--- src/rtl/uart_pkg.sv ---
// uart_pkg: frame constants, counter width and state type shared by the UART TX and RX stages.
// Revision 1.0
`default_nettype none

package uart_pkg;
  localparam int CNT_W     = 11;
  localparam int DATA_BITS = 8;
  localparam logic START_LVL = 1'b0;
  localparam logic STOP_LVL  = 1'b1;

  typedef enum logic [2:0] {
    IDLE      = 3'd0,
    START     = 3'd1,
    DATA      = 3'd2,
    STOP      = 3'd3,
    CLEANUP   = 3'd4,
    WAIT_IDLE = 3'd5
  } uart_state_e;

  function automatic logic maj3(input logic [2:0] v);
    return (v[0] & v[1]) | (v[0] & v[2]) | (v[1] & v[2]);
  endfunction
endpackage

`default_nettype wire

--- src/rtl/uart_rx_if.sv ---
// uart_rx_if: serial input and parallel byte outputs of the UART receiver.
// Revision 1.0
`default_nettype none

interface uart_rx_if;
  logic       i_rx;
  logic [7:0] o_data;
  logic       o_valid;
  logic       o_frame_err;
  logic       o_busy;

  modport master (input i_rx, output o_data, output o_valid, output o_frame_err, output o_busy);
  modport slave  (output i_rx, input o_data, input o_valid, input o_frame_err, input o_busy);
endinterface

`default_nettype wire

--- src/rtl/uart_rx_sync.sv ---
// uart_rx_sync: two-flop synchronizer for the serial line; resets to the idle (high) level.
// Revision 1.0
`default_nettype none

module uart_rx_sync (
  input  wire logic i_clk,
  input  wire logic reset,
  input  wire logic i_async,
  output logic      o_sync
);
  logic meta;

  always_ff @(posedge i_clk) begin
    if (reset) begin
      meta   <= 1'b1;
      o_sync <= 1'b1;
    end else begin
      meta   <= i_async;
      o_sync <= meta;
    end
  end
endmodule

`default_nettype wire

--- src/rtl/uart_rx.sv ---
// uart_rx: 8N1 UART receiver with one-cycle valid / frame-error strobes.
// Option macro UART_RX_MAJORITY_EN: 2-of-3 majority vote at every sample point. Revision 1.0
`default_nettype none

module uart_rx
  import uart_pkg::*;
#(
  parameter int CLKS_PER_BIT = 16
) (
  input wire logic   i_clk,
  input wire logic   reset,
  uart_rx_if.master  rx_if
);
  localparam logic [CNT_W-1:0] HALF = CNT_W'((CLKS_PER_BIT - 1) / 2);
  localparam logic [CNT_W-1:0] LAST = CNT_W'(CLKS_PER_BIT - 1);
  localparam logic [2:0]       LAST_IDX = 3'(DATA_BITS - 1);

  logic rx_s;
  logic sample_bit;

  uart_rx_sync u_sync (
    .i_clk   (i_clk),
    .reset   (reset),
    .i_async (rx_if.i_rx),
    .o_sync  (rx_s)
  );

`ifdef UART_RX_MAJORITY_EN
  // hist[0] is rx_s from the previous edge, hist[1] from two edges back
  logic [1:0] hist;
  always_ff @(posedge i_clk) begin
    if (reset) hist <= 2'b11;
    else       hist <= {hist[0], rx_s};
  end
  assign sample_bit = maj3({hist, rx_s});
`else
  assign sample_bit = rx_s;
`endif

  uart_state_e      state, state_nx;
  logic [CNT_W-1:0] count, count_nx;
  logic [2:0]       bit_idx, idx_nx;
  logic [7:0]       shift, shift_nx;
  logic [7:0]       data, data_nx;
  logic             valid, valid_nx;
  logic             frame_err, ferr_nx;

  always_ff @(posedge i_clk) begin
    if (reset) begin
      state     <= IDLE;
      count     <= '0;
      bit_idx   <= '0;
      shift     <= '0;
      data      <= '0;
      valid     <= 1'b0;
      frame_err <= 1'b0;
    end else begin
      state     <= state_nx;
      count     <= count_nx;
      bit_idx   <= idx_nx;
      shift     <= shift_nx;
      data      <= data_nx;
      valid     <= valid_nx;
      frame_err <= ferr_nx;
    end
  end

  always_comb begin
    state_nx = state;
    count_nx = count;
    idx_nx   = bit_idx;
    shift_nx = shift;
    data_nx  = data;
    valid_nx = 1'b0;
    ferr_nx  = 1'b0;
    case (state)
      IDLE: begin
        count_nx = '0;
        if (rx_s == START_LVL) state_nx = START;
      end
      START: begin
        if (count == HALF) begin
          count_nx = '0;
          idx_nx   = '0;
          // a start bit that is high again at mid-bit is a glitch: drop silently
          state_nx = (sample_bit == START_LVL) ? DATA : IDLE;
        end else begin
          count_nx = count + CNT_W'(1);
        end
      end
      DATA: begin
        if (count == LAST) begin
          count_nx          = '0;
          shift_nx[bit_idx] = sample_bit;
          if (bit_idx == LAST_IDX) state_nx = STOP;
          else                     idx_nx   = bit_idx + 3'd1;
        end else begin
          count_nx = count + CNT_W'(1);
        end
      end
      STOP: begin
        if (count == LAST) begin
          count_nx = '0;
          if (sample_bit == STOP_LVL) begin
            data_nx  = shift;
            valid_nx = 1'b1;
            state_nx = CLEANUP;
          end else begin
            ferr_nx  = 1'b1;
            state_nx = WAIT_IDLE;
          end
        end else begin
          count_nx = count + CNT_W'(1);
        end
      end
      CLEANUP:   state_nx = IDLE;
      // hold off re-arming until the line returns to idle (break / stuck-low)
      WAIT_IDLE: if (rx_s == STOP_LVL) state_nx = IDLE;
      default:   state_nx = IDLE;
    endcase
  end

  always_comb begin
    rx_if.o_busy      = (state != IDLE);
    rx_if.o_data      = data;
    rx_if.o_valid     = valid;
    rx_if.o_frame_err = frame_err;
  end
endmodule

`default_nettype wire

--- src/flat_wrapper.sv ---
// flat-port wrapper written by rule: the top's interface ports become plain ports
module uart_rx_flat import uart_pkg::*;
#(
  parameter int CLKS_PER_BIT = 16
)
  (i_clk, reset, rx_if_i_rx, rx_if_o_data, rx_if_o_valid, rx_if_o_frame_err, rx_if_o_busy);
  uart_rx_if rx_if_i ();
  input wire logic i_clk;
  input wire logic reset;
  input wire logic [$bits(rx_if_i.i_rx)-1:0] rx_if_i_rx;
  output wire logic [$bits(rx_if_i.o_data)-1:0] rx_if_o_data;
  output wire logic [$bits(rx_if_i.o_valid)-1:0] rx_if_o_valid;
  output wire logic [$bits(rx_if_i.o_frame_err)-1:0] rx_if_o_frame_err;
  output wire logic [$bits(rx_if_i.o_busy)-1:0] rx_if_o_busy;
  assign rx_if_i.i_rx = rx_if_i_rx;
  assign rx_if_o_data = rx_if_i.o_data;
  assign rx_if_o_valid = rx_if_i.o_valid;
  assign rx_if_o_frame_err = rx_if_i.o_frame_err;
  assign rx_if_o_busy = rx_if_i.o_busy;
  uart_rx #(.CLKS_PER_BIT(CLKS_PER_BIT)) u_core (.i_clk(i_clk), .reset(reset), .rx_if(rx_if_i));
endmodule
--- config.mk ---
export PLATFORM = sky130hd
export DESIGN_NAME = uart_rx_flat
export DESIGN_NICKNAME = d
export VERILOG_FILES = /design/src/rtl/uart_pkg.sv /design/src/rtl/uart_rx_if.sv /design/src/rtl/uart_rx_sync.sv /design/src/rtl/uart_rx.sv /design/src/flat_wrapper.sv
export SDC_FILE = /design/constraint.sdc
export NUM_CORES = 1
export LEC_CHECK = 0
export BUFFER_PORTS_ARGS = -buffer_cell sky130_fd_sc_hd__buf_2
export CORE_ASPECT_RATIO = 1.5
export CORE_MARGIN = 1
export CORE_UTILIZATION = 52
export DETAILED_ROUTE_END_ITERATION = 10
export PLACE_DENSITY_LB_ADDON = 0.08
export SYNTH_ARGS = -nofsm -noshare
export SYNTH_HDL_FRONTEND = slang
export SYNTH_HIERARCHICAL = 1
export SYNTH_SLANG_ARGS = --single-unit
--- constraint.sdc ---
create_clock -name i_clk -period 1.8 [get_ports i_clk]
set_clock_uncertainty 0.05 [all_clocks]
set_input_delay 0.36 -clock i_clk [delete_from_list [all_inputs] [get_ports i_clk]]
set_output_delay 0.36 -clock i_clk [all_outputs]
set_load 0.03 [all_outputs]
==> Word level (Yosys, flattened, before mapping) <==
Cells that the tools add are included.
{ "totals": {"register_bits": 37, "inputBits": 3, "out_inout_bits": 11, "word_cells": 61} }
{ "op_classes": {"addsub": 2, "magnitude_cmp": 2, "eq_ne": 14, "mux": 21, "bitwise_logic": 2, "n_reduce_logical": 11} }
{ "ops": {"columns": ["op", "n"], "rows": [
  ["$pmux 11 s3", 1],
  ["$mux 3", 9],
  ["$mux 11", 2],
  ["$pmux 3 s5", 1],
  ["$add 11x1->11 const B", 1],
  ["$eq 11x3->1 const B", 1],
  ["$eq 11x4->1 const B", 1],
  ["$bwmux 8", 1],
  ["$ne 2x1->1 const B", 4],
  ["$eq 3x2->1 const B", 2],
  ["$eq 3x3->1 const B", 2],
  ["$ne 2x2->1 const B", 3],
  ["$pmux 3 s2", 1],
  ["$reduce_and 6->1", 1],
  ["$reduce_bool 3->1", 2],
  ["$lt 3x4->1 const B", 1],
  ["$mux 1", 4],
  ["$reduce_and 4->1", 1],
  ["$add 3x1->3 const B", 1],
  ["$demux 1 s3", 1],
  ["$eq 3x1->1 const B", 1],
  ["$ge 3x1->1 const B", 1],
  ["$logic_not 3->1", 1],
  ["$reduce_and 3->1", 1],
  ["7 further kinds", 8]
]} }

==> Longest topological paths before layout <==
{ "logic_depth": {"word_depth": 5, "ltp_mapped": 6, "ltp_nobuf": 6} }

==> Cells and area by module <==
The synthesis kept the hierarchy.
{ "modules_own_cells": {"columns": ["mod", "instances", "cells_per_inst", "area_each_um2"], "rows": [
  ["uart_rx", 1, 190, 1672.9],
  ["uart_rx_sync", 1, 4, 52.6]
]} }

==> Least setup slack after synthesis <==
OpenSTA, ideal clock, no wires.
{ "synth_path": {"kind": "register to register", "from": "reg u_core.bit_idx[1]", "to": "reg u_core.bit_idx[0]", "t_arrival_ns": 1.798, "required_time_ns": 1.680, "path_slack_ns": -0.119, "stages_incl_launch_ff": 7, "cell_sequence": "dfxtp_1 > ha_1 > ha_1 > o21ai_0 > or4b_4 > or3b_1 > a21oi_1"} }
{ "synth_between": {"elab_chain_len": 3} }
{ "synth_lines": {"columns": ["element", "line", "source"], "rows": [
  ["from (decl)", "uart_rx.sv:42", "logic [2:0] bit_idx, idx_nx;"],
  ["from (signal assigned)", "uart_rx.sv:60", "bit_idx <= idx_nx;"],
  ["$eq 3x3->1", "uart_rx.sv:95", "if (bit_idx == LAST_IDX) state_nx = STOP;"],
  ["$ne 2x2->1 (no line)", null, null],
  ["$reduce_and 4->1 (no line)", null, null]
]} }
Every way passes these cells.
A chain may end at the register's enable or synchronous reset.

==> Worst setup path after layout <==
{ "layout_path": {"from": "reg u_core.count[4]", "to": "reg u_core.bit_idx[0]"} }
{ "layout_between": {"elab_chain_len": 3, "elab_cells_between_ends": 5} }
{ "layout_lines": {"columns": ["element", "line", "source"], "rows": [
  ["from (decl)", "uart_rx.sv:41", "logic [CNT_W-1:0] count, count_nx;"],
  ["from (signal assigned)", "uart_rx.sv:59", "count <= count_nx;"],
  ["$eq 11x4->1 / $eq 11x3->1 (equally long branches)", "uart_rx.sv:92, uart_rx.sv:82", null],
  ["$ne 2x1->1 (no line)", null, null],
  ["$reduce_and 4->1 (no line) *", null, null]
]} }
Every way passes the cells marked *; elsewhere a longest branch is shown, timed or not.

==> results.cfg <==
[power]
p_sw_share_pct = 26.7
p_clk_share_pct = 31.7
pwr_density_cell_mw_per_mm2 = 781
total_power_mw = 1.84
p_seq_share_pct = 46.9
cellInternalPower_mw = 1.35
p_comb_share_pct = 21.4
p_sw_uw = 491
p_leak_nw = 0.875
ir_drop_mv = 0.679

[timing]
fin_crit_ps = 1910
hold_viol_final = 0
fin_ws_ps = -107
setup_viol = 11
max_slew_margin_pct = 72.7
period_share_pct = 106
slew_violations = 0
timing.fmax_mhz = 524
hold_ws_ps = 210
worstMarginPinSlew_ps = 406
fin_tns_setup_ps = -405
grt_setup_unrepaired = true

[final_layout]
diodes = 0
fin_nets = 252
fin_util_pct = 74.7
stdcell_area_mm2 = 0.00236
fillCellCount = 236
area_growth_pct = 36.7
instances_no_fill = 287
drive_above_1_share_pct = 37.2

[setup_path]
worst-path-max-fanout = 4
critPathArrivalTime_ps = 2070
critPathMaxStageDelay_ps = 510
cp-start-kind = flip-flop
critical_path.cell_chain = nor4_4 -> nand2_2 -> or4b_4 -> or3b_1 -> a21oi_1
worstPathRequired_ps = 1970
crit_family = simple AND/OR/NAND/NOR gates
cp_num_buf_inv = 0
worstSetupEndpointType = flip-flop
critPathKind = reg2reg
crit_slowest_cell = or4b_4

[placed_design]
postPlaceCellArea_mm2 = 0.00214
hpwlAfterDp_um = 2860
place_inst = 276
globalplace.congestion = 0.964
portBuffers = 13
post-place-ws_ps = -166

[run_status]
violations = setup timing
outcome = finished with violations

[floorplanning]
fp.dieArea_mm2 = 0.00356
core_area_mm2 = 0.00316
rows = 25
boundaryPins = 14
initial_core_util_pct = 54.6
dieWidth_um = 49.0
die_h_um = 72.6

[logic_synthesis]
synth-seq-cells = 37
async_flop_share_pct = 0
synth_edf_count = 0
yosysSeqAreaShare_pct = 42.9
synth.distinct_cells = 39
dominantRegCellSynth = dfxtp_1
ys_warn_count = 6
syn-cell-area_mm2 = 0.00173
synth_nets = 200
syn_avg_cell_area_um2 = 8.89
synthCells = 194

[grt]
antenna_found_initial = 0
grt_pass1_vias = 1490
grt_max_degree = 18
grt.total_usage_pct = 23.2
grt_remaining_overflow = 0
grt_pass1_wl_um = 6180

[routing]
drt_iter0_markers = 36
drc = 0
vias_per_cell = 5.49
antenna_left = 0
wl_um = 3960
dr_wl_met2_um = 2130
first_pass_iters = 4
avgRoutedWirePerCell_um = 13.8
top_layer = met4
met3_length_um = 102
num_vias = 1575
met1_length_um = 1610

[flow_run]
drv_cap = 0

[min_path]
holdCritPathClass = in2reg

[cts]
path_clk_slew_ps = 70
cts_tree = yes
cts_buffer_depth = 2
cts_made_buffers = 5
htree_levels = 2
hold_buffers = 0
insertion_delay_ps = 290
clock_sinks = 37
cts_root_buffer = clkbuf_8
power groups by stage:
stage,Combinational [mW],Clock [mW],Sequential [mW]
2_1_floorplan,0.207,0,0.863
3_3_place_gp,0.334,0,0.870
3_5_place_dp,0.344,0,0.873
4_1_cts,0.353,0.604,0.856
5_1_grt,0.425,0.631,0.865
6_report,0.393,0.585,0.864
Yosys cell counts (2+ instances only):
| library cell | number | area [µm²] |
|---|---|---|
| dfxtp_1 | 37 | 741 |
| nor3_1 | 12 | 60.1 |
| nor4b_1 | 3 | 26.3 |
| or2_1 | 3 | 18.8 |
| clkbuf_1 | 7 | 26.3 |
| nand2b_1 | 3 | 18.8 |
| nand2_1 | 16 | 60.1 |
| nand4_1 | 2 | 12.5 |
| mux2i_1 | 19 | 190 |
| buf_2 | 3 | 15.0 |
| a21oi_1 | 9 | 45.0 |
| ha_1 | 3 | 37.5 |
| o21ai_0 | 3 | 15.0 |
| nand3_1 | 6 | 30.0 |
| or3_1 | 2 | 12.5 |
| xnor2_1 | 2 | 17.5 |
| nor4_4 | 2 | 42.5 |
| inv_1 | 4 | 15.0 |
| nor4_1 | 4 | 25.0 |
| nor2_1 | 31 | 116 |
| a31oi_1 | 2 | 12.5 |
| xor2_1 | 4 | 35.0 |
cell families after synthesis:
family	count (synthesis)	share of synthesized area, %
adder cells (fa/ha/maj)	3	2.18
multiplexers	19	11.0
AO/OA/AOI/OAI	23	9.06
flip-flops	37	42.9
buffers and inverters	14	3.26
AND/OR/NAND/NOR	92	28.5
XOR/XNOR	6	3.05
cells in the final DEF (no fill, tap or decap), drive strengths merged:
cell type and n:
a2111oi 2, o21bai 1, nor3 12, dfxtp 37, buf 55, clkbuf 7
nand2b 3, a21oi 9, nor4 6, xor2 4, nand4b 1, inv 4
mux2i 19, nand4 2, a311oi 1, or2 4, o31a 1, nor4b 3
a21bo 1, nand2 17, and2 1, or4b 1, nor3b 1, nand3 6
clkinvlp 1, a31oi 2, ha 3, and3 1, nor2 31, a221oi 1
a21o 1, or3 2, or3b 1, a32oi 1, o21ai 3, xnor2 2
metal layers:
layer | GRT usage (%) | vias to the layer above
met5 | 0 | -
met4 | 15.7 | 0
met3 | 3.98 | 13
met2 | 43.8 | 38
met1 | 22.7 | 742
li1 | - | 782
final timing paths:
check | start | slack, ps | end | cells past startpoint
max reg2reg | u_core/count[4] | -110 | u_core/bit_idx[0] | 5
min | rx_if_i_rx | 210 | u_core/u_sync/meta | 2
min reg2reg | u_core/u_sync/meta | 370 | u_core/u_sync/o_sync | 1
max | u_core/count[4] | -110 | u_core/bit_idx[0] | 5
flip-flops by register name, summed over array words and instances, names as in the netlist:
signal / cells
u_core/state: 3
u_core/rx_if.o_valid: 1
u_core/shift: 8
u_core/bit_idx: 3
u_core/rx_if.o_data: 8
u_core/rx_if.o_frame_err: 1
u_core/u_sync/o_sync: 1
u_core/u_sync/meta: 1
u_core/count: 11
final cells by class:
class,instances,area [µm²],share of cell area (%)
repair buffers,55,393,16.7
inverters,4,15.0,0.637
well taps,40,50.0,2.12
flip-flops and latches,37,757,32.1
clock buffers,7,86.3,3.66
clock inverters,1,7.51,0.318
multi-input cells,143,1050,44.5
what timing repair did:
action / in CTS / in global routing
pin swaps: 4 / 5
buffers inserted: 0 / 3
gates resized for setup: 8 / 12
setup endpoints to repair: 18 / 26
Note: power is estimated with default switching activity, not from simulation.
